`src/rtl/fetch_align_buffer.sv`:
```
// Halfword circular alignment queue between fetch and decode.
// Optional per-slot PC tracking is enabled with FETCH_ALIGN_PC_EN.
module fetch_align_buffer #(
  parameter int WIDTH = 4,
  parameter int ISSUE = 4,
  parameter int DEPTH = 16
) (
  input  logic                       i_clk,
  input  logic                       i_rst_n,
  input  logic                       i_flush,
  input  logic [32*WIDTH-1:0]        i_packet,
  input  logic [$clog2(2*WIDTH)-1:0] i_offset,
  input  logic                       i_valid,
`ifdef FETCH_ALIGN_PC_EN
  input  logic [31:0]                i_pc,
  output logic [32*ISSUE-1:0]        o_pc,
`endif
  output logic                       o_ready,
  output logic [32*ISSUE-1:0]        o_insts,
  output logic [ISSUE-1:0]           o_compressed,
  output logic [ISSUE-1:0]           o_valid,
  output logic [$clog2(ISSUE+1)-1:0] o_count,
  input  logic                       i_ready
);

  localparam int HW  = 2 * WIDTH;
  localparam int AW  = $clog2(DEPTH);
  localparam int OW  = $clog2(DEPTH + 1);
  localparam int OFW = $clog2(HW);
  localparam int CW  = $clog2(ISSUE + 1);
  localparam int PW  = OW + 1;

  logic [15:0]   r_mem [DEPTH];
`ifdef FETCH_ALIGN_PC_EN
  logic [31:0]   r_pcm [DEPTH];
`endif
  logic [AW-1:0] r_head;
  logic [AW-1:0] r_tail;
  logic [OW-1:0] r_occ;

  logic [OW-1:0]    w_nin;
  logic [OW-1:0]    w_nout;
  logic [ISSUE-1:0] w_val;
  logic [ISSUE-1:0] w_cmp;
  logic [CW-1:0]    w_cnt;
  logic             w_wr;
  logic             w_rd;

  assign o_ready = r_occ <= OW'(DEPTH - HW);
  assign w_nin   = OW'(HW) - OW'(i_offset);
  assign w_wr    = i_valid && o_ready && !i_flush;
  assign w_rd    = i_ready && (w_cnt != '0) && !i_flush;

  // Walk the queue head: each slot begins where the previous one ended.
  always_comb begin
    logic [PW-1:0] pos;
    logic [PW-1:0] len;
    logic [AW-1:0] idx;
    logic [15:0]   lo;
    logic [15:0]   hi;
    logic          run;
    pos     = '0;
    run     = 1'b1;
    w_val   = '0;
    w_cmp   = '0;
    w_nout  = '0;
    w_cnt   = '0;
    o_insts = '0;
`ifdef FETCH_ALIGN_PC_EN
    o_pc    = '0;
`endif
    for (int k = 0; k < ISSUE; k++) begin
      idx = r_head + AW'(pos);
      lo  = r_mem[idx];
      hi  = r_mem[idx + AW'(1)];
      len = (lo[1:0] != 2'b11) ? PW'(1) : PW'(2);
      run = run && ((pos + len) <= {1'b0, r_occ});
      if (run) begin
        w_val[k] = 1'b1;
        w_cmp[k] = (len == PW'(1));
        o_insts[32*k +: 32] = w_cmp[k] ? {16'h0, lo} : {hi, lo};
`ifdef FETCH_ALIGN_PC_EN
        o_pc[32*k +: 32] = r_pcm[idx];
`endif
        w_nout = w_nout + OW'(len);
        w_cnt  = w_cnt + CW'(1);
      end
      pos = pos + len;
    end
  end

  assign o_valid      = w_val;
  assign o_compressed = w_cmp;
  assign o_count      = w_cnt;

  always_ff @(posedge i_clk or negedge i_rst_n) begin
    if (!i_rst_n) begin
      r_head <= '0;
      r_tail <= '0;
      r_occ  <= '0;
    end else if (i_flush) begin
      r_head <= '0;
      r_tail <= '0;
      r_occ  <= '0;
    end else begin
      if (w_wr) r_tail <= r_tail + AW'(w_nin);
      if (w_rd) r_head <= r_head + AW'(w_nout);
      r_occ <= r_occ + (w_wr ? w_nin : '0)
                     - (w_rd ? w_nout : '0);
    end
  end

  // Storage carries no reset; validity is governed by r_occ alone.
  always_ff @(posedge i_clk) begin
    if (w_wr) begin
      for (int h = 0; h < HW; h++) begin
        if (OFW'(h) >= i_offset) begin
          r_mem[r_tail + AW'(h) - AW'(i_offset)] <=
            i_packet[16*h +: 16];
`ifdef FETCH_ALIGN_PC_EN
          r_pcm[r_tail + AW'(h) - AW'(i_offset)] <=
            i_pc + 32'(2 * h);
`endif
        end
      end
    end
  end

endmodule

```
`config.mk`:
```
export PLATFORM = sky130hd
export DESIGN_NAME = fetch_align_buffer
export DESIGN_NICKNAME = d
export VERILOG_FILES = /design/src/rtl/fetch_align_buffer.sv
export SDC_FILE = /design/constraint.sdc
export NUM_CORES = 2
export LEC_CHECK = 0
export CAP_MARGIN = 10
export CELL_PAD_IN_SITES_DETAIL_PLACEMENT = 0
export CELL_PAD_IN_SITES_GLOBAL_PLACEMENT = 1
export CORE_MARGIN = 3
export CORE_UTILIZATION = 49
export DETAILED_ROUTE_END_ITERATION = 8
export MAX_ROUTING_LAYER = met4
export PLACE_DENSITY = 0.94
export RECOVER_POWER = 100
export REMOVE_ABC_BUFFERS = 1
export SLEW_MARGIN = 25
export SYNTH_ARGS = -nofsm -noshare
export SYNTH_HDL_FRONTEND = slang
export SYNTH_SLANG_ARGS = --single-unit
```
`constraint.sdc`:
```
create_clock -name i_clk -period 17.3 [get_ports i_clk]
set_input_delay 2.595 -clock i_clk [delete_from_list [all_inputs] [get_ports i_clk]]
set_output_delay 2.595 -clock i_clk [all_outputs]
set_load 0.005 [all_outputs]
```
==> impl_metrics.yaml <==
floorplan:
  rows: 108
  dieArea_um2: 92300
  ios: 276
  fp.dieW_um: 304
  start_util_pct: 49.8
  core_um2: 87300
  die_h_um: 304
placed_design:
  dp_hpwl_um: 166000
  place.port_buffers: 275
  globalplace.congestion: 1.09
  dp.cells: 5533
synth:
  yosysUniqueCellTypes: 78
  synth-seq-cells: 269
  seq_area_frac_synth_pct: 18.4
  netlist_area_um2: 43400
  ys_warn_count: 0
  syn_inst: 4544
  synth_edf_count: 256
  ys.flop_type: "edfxtp_1"
  yosysTopAreaCellShare_pct: 29.8
  synth_area_per_cell_um2: 9.56
  synth_top_area_cell: "mux4_2"
  synthArstFlopShare_pct: 4.83
  synth.area.top_cells: "mux4_2 (30%), edfxtp_1 (18%), mux2i_1 (7.1%), a211oi_1 (5.8%), nor2_1 (4.2%)"
sta:
  min_period_over_period_pct: 96.7
  hold_violations: 0
  final.min_clock_period_ps: 16730
  setup_violations: 0
  fmax_mhz: 59.8
  relSlewSlack_pct: -88.8
  tightest_slew_ps: 2820
  rsz0062_at_grt: "no"
  final.setup_skew_ps: 13.1
  final_max_slew_viol_count: 627
critical_path:
  start_kind: "flip-flop"
  cpMaxStageDelayCell: "fa_2"
  r2r_start: "r_head[0]"
  required_ps: 14700
  crit_path_max_incr_delay_ps: 920
  cp_data_arrival_time_ps: 14140
  crit_type: "reg -> out"
  cp-startpoint: "r_head[0]"
  crit_fanout: 25
  worstSetupEndpointType: "primary output"
route:
  drtAntennaViolNets: 0
  wl_per_cell_um: 41.2
  dr.first_iter.drc_count: 11006
  drt_wl_total_um: 231000
  drt_pass1_iterations: 9
  drc: 61
  via_per_inst: 8.33
  vias: 46740
global_route:
  grt_use_total_pct: 49.2
  grt_pass1_vias: 42013
  antenna_found_initial: 17
  grt_max_degree: 65
  grt_pass1_wl_um: 324000
  grt_remaining_overflow: 0
finish:
  drive_gt1_share_pct: 19.7
  areaGrowthSynthToFinish_pct: 10.4
  final_common_cell: "mux4_2"
  fin_util_pct: 54.9
  final_cell_mix: "mux4_2 (574), nor2_1 (464), a211oi_1 (338)"
  final_cells: 5610
  n_fill_cell: 7555
  nets: 4640
worst_hold_path:
  hold_start: "r_tail[0]"
  min_path_type: "reg -> reg"
clock_network:
  h-tree-depth: 1
  path_clk_slew_ps: 60
  cts_tree: "built"
  hold_buffers: 0
  clock_path_buffers: 3
  cts-root-buf: "clkbuf_16"
  cts_sinks: 269
  worstSkewPairLatency_ps: 610
  cts_inserted_buffers: 30
outcome:
  violations: "design-rule violations, max-capacitance violations, max-slew violations"
  status: "finished with violations"
job:
  max-cap-violations: 32
## repair_timing
item	in CTS	in global routing
pin swaps	0	2
setup endpoints to repair	16	36
gates resized for setup	1	2
buffers inserted	0	8
## critical path: cells and delay by family (launching register included)
kind / cells / cell delay [ps]
adders and majority gates: 9 / 3860
xor gates and xnor gates: 2 / 270
buffers and inverters: 9 / 2300
DFF: 1 / 750
muxes: 6 / 2320
and+or+nand+nor: 9 / 1670
AOI/OAI and AO/OA: 11 / 2290
## state kept, by name, summed over array words and instances (netlist names)
signal / cells
r_head: 4
r_tail: 4
r_mem: 256
r_occ: 5
## final cells by class
type / count / area (um2) / share of cell area [%]
Inverter: 59 / 221 / 0.462
Clock inverter: 19 / 228 / 0.475
Tap cell: 1155 / 1450 / 3.01
Clock buffer: 33 / 783 / 1.63
Timing Repair Buffer: 464 / 4080 / 8.52
Antenna cell: 15 / 37.5 / 0.0783
Multi-Input combinational cell: 3596 / 33100 / 69.1
Sequential cell: 269 / 8020 / 16.7
## metrics by stage
stage	worst slack, ps	setup TNS (ps)	hold slack (ps)	area (um2)
CTS	57.0	0	617	48000
global route	36.5	0	693	47900
finish	565	0	615	48000
floorplan	-12960	-778760	532	41000
detailed placement	354	0	604	46900
global placement	602	0	587	46900
## Yosys cell counts (27+ instances only)
cell        n
nor3_1     30
mux2i_1   309
clkbuf_1  466
ha_1       63
buf_2      55
a221oi_1   36
xnor2_1    27
o21ai_0   242
buf_1      84
mux4_2    574
nand3_1   107
a211oi_1  338
a22o_1     81
edfxtp_1  256
nor2_1    489
nor2b_1    74
and3_1     49
a21oi_1   326
a222oi_1  121
inv_1      57
o211ai_1   72
nand2_1   312
## cells by family after synthesis
kind of cell    count (synthesis)  synth area share, %
compound gates               1403                 22.3
xor+xnor                       51                 1.22
fa+ha+maj                      85                 2.81
buf+inv                       679                 6.18
flops                         269                 18.4
mux                           889                 37.0
simple gates                 1168                 12.0
## per-layer routing
metal  track usage, %  part of all wire (%)  vias to the layer above
met2             67.1                    40                     5402
met1             62.4                    34                    22174
met4             17.7                   6.2                        0
li1                 -                     -                    18061
met3             25.0                    20                     1103
met5                -                     0                        -
## worst paths after layout
kind / to / slack, ps / depth (start not counted)
worst min register to register: r_tail[0] / 620 / 2
min in group asynchronous: r_head[0] / 2610 / 1
max in group asynchronous: r_head[1] / 13970 / 1
worst max-delay path: o_insts[127] / 570 / 46
worst min-delay path: r_tail[0] / 620 / 2
worst max register to register: r_occ[4] / 2690 / 54
Power is not shown: default switching activity piles up to over one toggle a cycle in this logic, so the estimate is an artifact.
